**src/rtl/ram_arbiter_2x1_if.sv**
```systemverilog
// One requester port of the RAM arbiter: byte-addressed req/gnt request side
// plus the registered read-return strobe and data.
`timescale 1ns/1ps

// Handshake: a request is accepted in the cycle where req && gnt. The
// requester holds write/addr/wdata stable while req is high and gnt is low.
// rvalid pulses once, one cycle after a read is accepted, and qualifies rdata.
interface ram_arbiter_2x1_if #(
    parameter int DATA_W = 32
) ();
    logic              req;
    logic              write;
    logic [31:0]       addr;
    logic [DATA_W-1:0] wdata;
    logic              gnt;
    logic              rvalid;
    logic [DATA_W-1:0] rdata;

    modport master (
        output req, write, addr, wdata,
        input  gnt, rvalid, rdata
    );

    modport slave (
        input  req, write, addr, wdata,
        output gnt, rvalid, rdata
    );
endinterface

```
**src/rtl/ram_arbiter_2x1.sv**
```systemverilog
// Round-robin arbiter sharing one single-ported, one-cycle-latency RAM between
// an instruction-fetch port (A) and a load/store port (B).
`timescale 1ns/1ps

module ram_arbiter_2x1 #(
    parameter int ADDR_W = 12,
    parameter int DATA_W = 32
) (
    input  logic               clk,
    input  logic               reset_n,
    ram_arbiter_2x1_if.slave   port_a,
    ram_arbiter_2x1_if.slave   port_b,
    output logic [ADDR_W-1:0]  ram_address,
    output logic               ram_write,
    output logic               ram_read,
    output logic [DATA_W-1:0]  ram_writedata,
    input  logic [DATA_W-1:0]  ram_readdata,
    output logic [2:0]         dbg_state
);

    typedef enum logic {PORT_A = 1'b0, PORT_B = 1'b1} port_e;

    port_e last_gnt, last_gnt_n;
    logic  pend_valid, pend_valid_n;
    port_e pend_id, pend_id_n;

    logic grant_a, grant_b, accept, sel_write;
    logic unused_addr;

    always_ff @(posedge clk or negedge reset_n) begin
        if (!reset_n) begin
            last_gnt   <= PORT_B;
            pend_valid <= 1'b0;
            pend_id    <= PORT_A;
        end else begin
            last_gnt   <= last_gnt_n;
            pend_valid <= pend_valid_n;
            pend_id    <= pend_id_n;
        end
    end

    // Grants are gated by reset_n so nothing is accepted while reset is held.
    always_comb begin
        grant_a       = 1'b0;
        grant_b       = 1'b0;
        accept        = 1'b0;
        sel_write     = 1'b0;
        ram_address   = port_a.addr[ADDR_W+1:2];
        ram_writedata = port_a.wdata;
        ram_write     = 1'b0;
        ram_read      = 1'b0;
        last_gnt_n    = last_gnt;
        pend_valid_n  = 1'b0;
        pend_id_n     = PORT_A;

        if (reset_n) begin
            if (port_a.req && port_b.req) begin
                grant_a = (last_gnt == PORT_B);
                grant_b = (last_gnt == PORT_A);
            end else begin
                grant_a = port_a.req;
                grant_b = port_b.req;
            end
        end

        accept = grant_a | grant_b;

        if (grant_b) begin
            sel_write     = port_b.write;
            ram_address   = port_b.addr[ADDR_W+1:2];
            ram_writedata = port_b.wdata;
            last_gnt_n    = PORT_B;
            pend_id_n     = PORT_B;
        end else if (grant_a) begin
            sel_write     = port_a.write;
            last_gnt_n    = PORT_A;
        end

        ram_write    = accept & sel_write;
        ram_read     = accept & ~sel_write;
        pend_valid_n = ram_read;
    end

    assign port_a.gnt    = grant_a;
    assign port_b.gnt    = grant_b;
    // The RAM registers its output, so the pending slot lines up with readdata.
    assign port_a.rvalid = pend_valid && (pend_id == PORT_A);
    assign port_b.rvalid = pend_valid && (pend_id == PORT_B);
    assign port_a.rdata  = ram_readdata;
    assign port_b.rdata  = ram_readdata;

    assign dbg_state = {last_gnt, pend_valid, pend_id};

    assign unused_addr = ^{port_a.addr[31:ADDR_W+2], port_a.addr[1:0],
                           port_b.addr[31:ADDR_W+2], port_b.addr[1:0]};

endmodule
```
**src/flat_wrapper.sv**
```systemverilog
// flat-port wrapper written by rule: the top's interface ports become plain ports
module ram_arbiter_2x1_flat 
#(
    parameter int ADDR_W = 12,
    parameter int DATA_W = 32
)
  (clk, reset_n, ram_address, ram_write, ram_read, ram_writedata, ram_readdata, dbg_state, port_a_req, port_a_write, port_a_addr, port_a_wdata, port_a_gnt, port_a_rvalid, port_a_rdata, port_b_req, port_b_write, port_b_addr, port_b_wdata, port_b_gnt, port_b_rvalid, port_b_rdata);
  ram_arbiter_2x1_if #(.DATA_W(DATA_W)) port_a_i ();
  ram_arbiter_2x1_if #(.DATA_W(DATA_W)) port_b_i ();
  input  logic clk;
  input  logic reset_n;
  output logic [ADDR_W-1:0] ram_address;
  output logic ram_write;
  output logic ram_read;
  output logic [DATA_W-1:0] ram_writedata;
  input  logic [DATA_W-1:0] ram_readdata;
  output logic [2:0] dbg_state;
  input wire logic [$bits(port_a_i.req)-1:0] port_a_req;
  input wire logic [$bits(port_a_i.write)-1:0] port_a_write;
  input wire logic [$bits(port_a_i.addr)-1:0] port_a_addr;
  input wire logic [$bits(port_a_i.wdata)-1:0] port_a_wdata;
  output wire logic [$bits(port_a_i.gnt)-1:0] port_a_gnt;
  output wire logic [$bits(port_a_i.rvalid)-1:0] port_a_rvalid;
  output wire logic [$bits(port_a_i.rdata)-1:0] port_a_rdata;
  input wire logic [$bits(port_b_i.req)-1:0] port_b_req;
  input wire logic [$bits(port_b_i.write)-1:0] port_b_write;
  input wire logic [$bits(port_b_i.addr)-1:0] port_b_addr;
  input wire logic [$bits(port_b_i.wdata)-1:0] port_b_wdata;
  output wire logic [$bits(port_b_i.gnt)-1:0] port_b_gnt;
  output wire logic [$bits(port_b_i.rvalid)-1:0] port_b_rvalid;
  output wire logic [$bits(port_b_i.rdata)-1:0] port_b_rdata;
  assign port_a_i.req = port_a_req;
  assign port_a_i.write = port_a_write;
  assign port_a_i.addr = port_a_addr;
  assign port_a_i.wdata = port_a_wdata;
  assign port_a_gnt = port_a_i.gnt;
  assign port_a_rvalid = port_a_i.rvalid;
  assign port_a_rdata = port_a_i.rdata;
  assign port_b_i.req = port_b_req;
  assign port_b_i.write = port_b_write;
  assign port_b_i.addr = port_b_addr;
  assign port_b_i.wdata = port_b_wdata;
  assign port_b_gnt = port_b_i.gnt;
  assign port_b_rvalid = port_b_i.rvalid;
  assign port_b_rdata = port_b_i.rdata;
  ram_arbiter_2x1 #(.ADDR_W(ADDR_W), .DATA_W(DATA_W)) u_core (.clk(clk), .reset_n(reset_n), .port_a(port_a_i), .port_b(port_b_i), .ram_address(ram_address), .ram_write(ram_write), .ram_read(ram_read), .ram_writedata(ram_writedata), .ram_readdata(ram_readdata), .dbg_state(dbg_state));
endmodule
```
**config.mk**
```make
export PLATFORM = sky130hd
export DESIGN_NAME = ram_arbiter_2x1_flat
export DESIGN_NICKNAME = d
export VERILOG_FILES = /design/src/rtl/ram_arbiter_2x1_if.sv /design/src/rtl/ram_arbiter_2x1.sv /design/src/flat_wrapper.sv
export SDC_FILE = /design/constraint.sdc
export NUM_CORES = 1
export LEC_CHECK = 0
export BUFFER_PORTS_ARGS = -buffer_cell sky130_fd_sc_hd__buf_2
export CORE_AREA = 2 2 110 112
export CTS_CLUSTER_SIZE = 24
export DETAILED_ROUTE_END_ITERATION = 12
export DIE_AREA = 0 0 112 114
export PLACE_DENSITY = 0.53
export REMOVE_ABC_BUFFERS = 1
export SYNTH_ARGS = -nofsm -noshare
export SYNTH_HDL_FRONTEND = slang
export SYNTH_SLANG_ARGS = --single-unit
```
**constraint.sdc**
```tcl
create_clock -name clk -period 1.43 [get_ports clk]
set_clock_uncertainty 0.1 [all_clocks]
set_input_delay 0.0715 -clock clk [delete_from_list [all_inputs] [get_ports clk]]
set_output_delay 0.0715 -clock clk [all_outputs]
set_load 0.02 [all_outputs]
```
==> summary.md <==
Walking the worst path, the cells encountered are nand2_4 -> nand3_4 -> buf_6 -> mux2_2 -> buf_2. Slowest stage cell on the critical path: sky130_fd_sc_hd__dfstp_2. The initialized floorplan defines 40 standard-cell rows.

After detailed placement, the total cell area comes to 1660 um2. The initial utilization of the core area, before any placement, comes to 10.6%. From synthesis to final layout, the design area changed by 55.7%.

At the worst endpoint, the arrival time is 1.62 ns. The total detailed-routing wirelength is 7.60 mm, and the cell area after layout is 1930 um2. After synthesis the netlist holds a flip-flop and latch count of 3. The number of endpoints with negative hold slack in the final report came out at 0. The die is 114 um tall.

Based on the critical path, the design can be clocked at up to 557 MHz. The logs give 11,700 um2 for the area inside the core boundary and 31 for the count of routing violations after the opening detailed-route iteration. Post-layout instance count excluding filler cells: 372.

Setup repair after global routing could not meet its margin everywhere. Buffers inserted during clock tree synthesis total 3. Actual transition at the worst max-transition pin: 0.286 ns. Of the available clock period, the critical path in the final layout requires 126%. Power density normalized to cell area: 675 nW/um2.

Once detailed placement completed, the half-perimeter wirelength came to 6.69 mm. Entering global routing, the biggest net connects 12 pins. Final setup slack of the worst path: -0.365 ns. Reported leakage power: 1.04 nW.

The number of nets in the final layout is 392. The tools report the number of levels the H-tree was split into as 1. The tools report the routability-driven placement congestion ratio as 0.760. TritonCTS built the clock tree. The first-pass detailed-route iteration total is 4. The worst setup path category was flop to output port. The largest stage delay on the critical path came out at 0.54 ns. After detailed placement, the design holds a cell count of 362. The part of the Yosys area used for sequential elements was 6.16%; the clock-pin slew on the worst setup and hold paths was 0.04 ns. At the later pin of the worst-skew pair, clock insertion delay measures 0.23 ns.

The maximum ir drop on the vdd rail is 0.427 mV, and the worst relative slew slack is 80.9%. Dividing the synthesized area by the synthesized cell count gives 9.18 um2. The area of the die is 12,800 um2.

In this run the deepest clock path goes through 2 buffers. The first global-routing pass estimated 9.59 mm of wire. Of all nets on the critical path, the largest fanout is 9. The total global-route track usage is 10.8%. For the finished layout, the period the worst path requires is 1.80 ns. Number of global-route vias before repair: 1,252.

The worst hold path belongs to the class input port to flop. Setup violations remaining at the end of the flow were counted as 48. The logs give 1240 um2 for the area of the mapped netlist and 135 for the cell count after synthesis.

The final reports fail on negative setup slack. The run finished, with violations left. After detailed routing, the number of remaining DRC violations is 0. Detailed routing inserted a total of 1,305 vias.

In this run the remaining antenna-violating nets after routing total 0. STA classifies the critical path startpoint as a flop. The count of fill cells added during filler insertion was 1,335; the die boundary width was 112 um. The root buffer cell chosen for the clock tree is sky130_fd_sc_hd__clkbuf_16. STA puts the critical path data required time at 1.26 ns. The netlist uses 18 different library cells.

The run gives 0 as the residual overflow from global routing. The number of buffers inserted by port buffering was 146. STA classifies the critical path endpoint as an output port.

The initial antenna violation count is 0. The number of primary I/O pins was 283; the fraction of final layout cells sized beyond drive strength 1 was 92.0%. Counting every sink on the clock net gives 3. The repair_antennas step left the layout with diodes totalling 0. Setup total negative slack on the finished layout was measured at -15.21 ns. In the final routed layout, each cell accounts on average for 20.4 um. The vias per cell works out to 3.51. The final core utilization was 16.5%; the total count of max-transition violations in the final report was 0. The reported max-cap violation count was 0; the total of warnings raised by yosys was 0.
==> power breakdown <==
group | leakage (nW) | internal [W] | switching [W]
clock | 0.0382 | 0.000369 | 0.0000837
sequential | 0.0370 | 0.0000994 | 0.00000814
combinational | 0.961 | 0.000384 | 0.000359
total | 1.04 | 0.000853 | 0.000451
==> worst max-delay path, delay by kind of cell (launching register included) <==
family	cells	cell delay, ns
and+or+nand+nor	2	0.17
buffers and inverters	2	0.34
DFF	1	0.54
muxes	1	0.34
==> cell families (layout without fill, tap and decap cells) <==
family	count (synthesis)	count (layout)	synth area share [%]
AOI/OAI and AO/OA	5	5	2.52
DFF	3	3	6.16
and+or+nand+nor	9	9	4.54
buffers and inverters	74	164	45.9
muxes	44	44	40.9
==> path summary, 6_finish.rpt <==
kind	start	to	slack, ns	depth (start not counted)
worst min-delay path	reset_n	u_core.last_gnt	0.04	2
worst min register to register	u_core.last_gnt	u_core.last_gnt	0.68	4
max in group asynchronous	reset_n	u_core.pend_valid	1.08	3
worst max register to register	u_core.last_gnt	u_core.pend_valid	0.23	4
worst max-delay path	u_core.last_gnt	ram_writedata[10]	-0.37	5
min in group asynchronous	reset_n	u_core.pend_id	0.05	3
==> cells in the final DEF (no fill, tap or decap), types with 2 or more instances in the layout <==
cell,n
sky130_fd_sc_hd__mux2_2,37
sky130_fd_sc_hd__buf_6,14
sky130_fd_sc_hd__nand2_1,3
sky130_fd_sc_hd__buf_8,2
sky130_fd_sc_hd__buf_4,8
sky130_fd_sc_hd__buf_2,129
sky130_fd_sc_hd__inv_1,3
sky130_fd_sc_hd__clkbuf_16,3
sky130_fd_sc_hd__dfrtp_1,2
sky130_fd_sc_hd__dlygate4sd3_1,2
sky130_fd_sc_hd__mux2_4,7
==> cell type report <==
class,instances,area (um2),area share [%]
Clock buffer,4,78.8,4.08
Inverter,3,11.3,0.583
Sequential cell,3,76.3,3.95
Multi-Input combinational cell,58,634,32.9
Timing Repair Buffer,157,946,49.0
Tap cell,147,184,9.53
==> state kept, by name, summed over array words and instances (netlist names) <==
| register | count |
|---|---|
| u_core.pend_id | 1 |
| u_core.pend_valid | 1 |
| u_core.last_gnt | 1 |
==> routing by layer <==
metal  up-vias  share of wire [%]  global-route usage, %
met5         -               0.43                   3.14
met2       169                 44                   16.6
met3         6                 21                   10.0
met1       561                 33                   10.7
met4         2               0.61                   2.20
li1        567                  -                      -
==> cells in the mapped netlist <==
master	n	area share, %
sky130_fd_sc_hd__dfrtp_1	2	4.0
sky130_fd_sc_hd__o22ai_1	1	0.50
sky130_fd_sc_hd__nand2_1	4	1.2
sky130_fd_sc_hd__clkbuf_8	4	4.4
sky130_fd_sc_hd__mux2_4	3	3.6
sky130_fd_sc_hd__buf_4	67	41
sky130_fd_sc_hd__nand3_4	1	1.4
sky130_fd_sc_hd__or2b_1	1	0.61
sky130_fd_sc_hd__nor2_1	1	0.30
sky130_fd_sc_hd__a31oi_1	1	0.50
sky130_fd_sc_hd__nor2b_1	1	0.50
sky130_fd_sc_hd__a21oi_1	1	0.40
sky130_fd_sc_hd__and2_1	1	0.50
sky130_fd_sc_hd__dfstp_2	1	2.1
sky130_fd_sc_hd__inv_1	3	0.91
sky130_fd_sc_hd__mux2_2	41	37
sky130_fd_sc_hd__o32ai_1	1	0.71
sky130_fd_sc_hd__o21ai_0	1	0.40
==> metrics by stage <==
stage | total power [W] | hold WS, ns | setup WS, ns
after floorplan | 0.000463 | -0.324 | -0.295
after global placement | 0.000747 | 0.00451 | -0.208
after detailed placement | 0.000756 | 0.0112 | -0.217
after CTS | 0.00132 | 0.0349 | -0.430
after global routing | 0.00137 | 0.0431 | -0.418
final | 0.00130 | 0.0366 | -0.365
==> timing repair <==
action / in CTS / in global routing
hold buffers: 3 / 0
pin swaps: 3 / 0
endpoints found under the setup margin: 48 / 48
cloned: 2 / 0
hold endpoints to repair: 5 / 0
resized for setup: 30 / 18
setup buffers: 4 / 0
No activity file was read; power rests on OpenSTA's default activity.
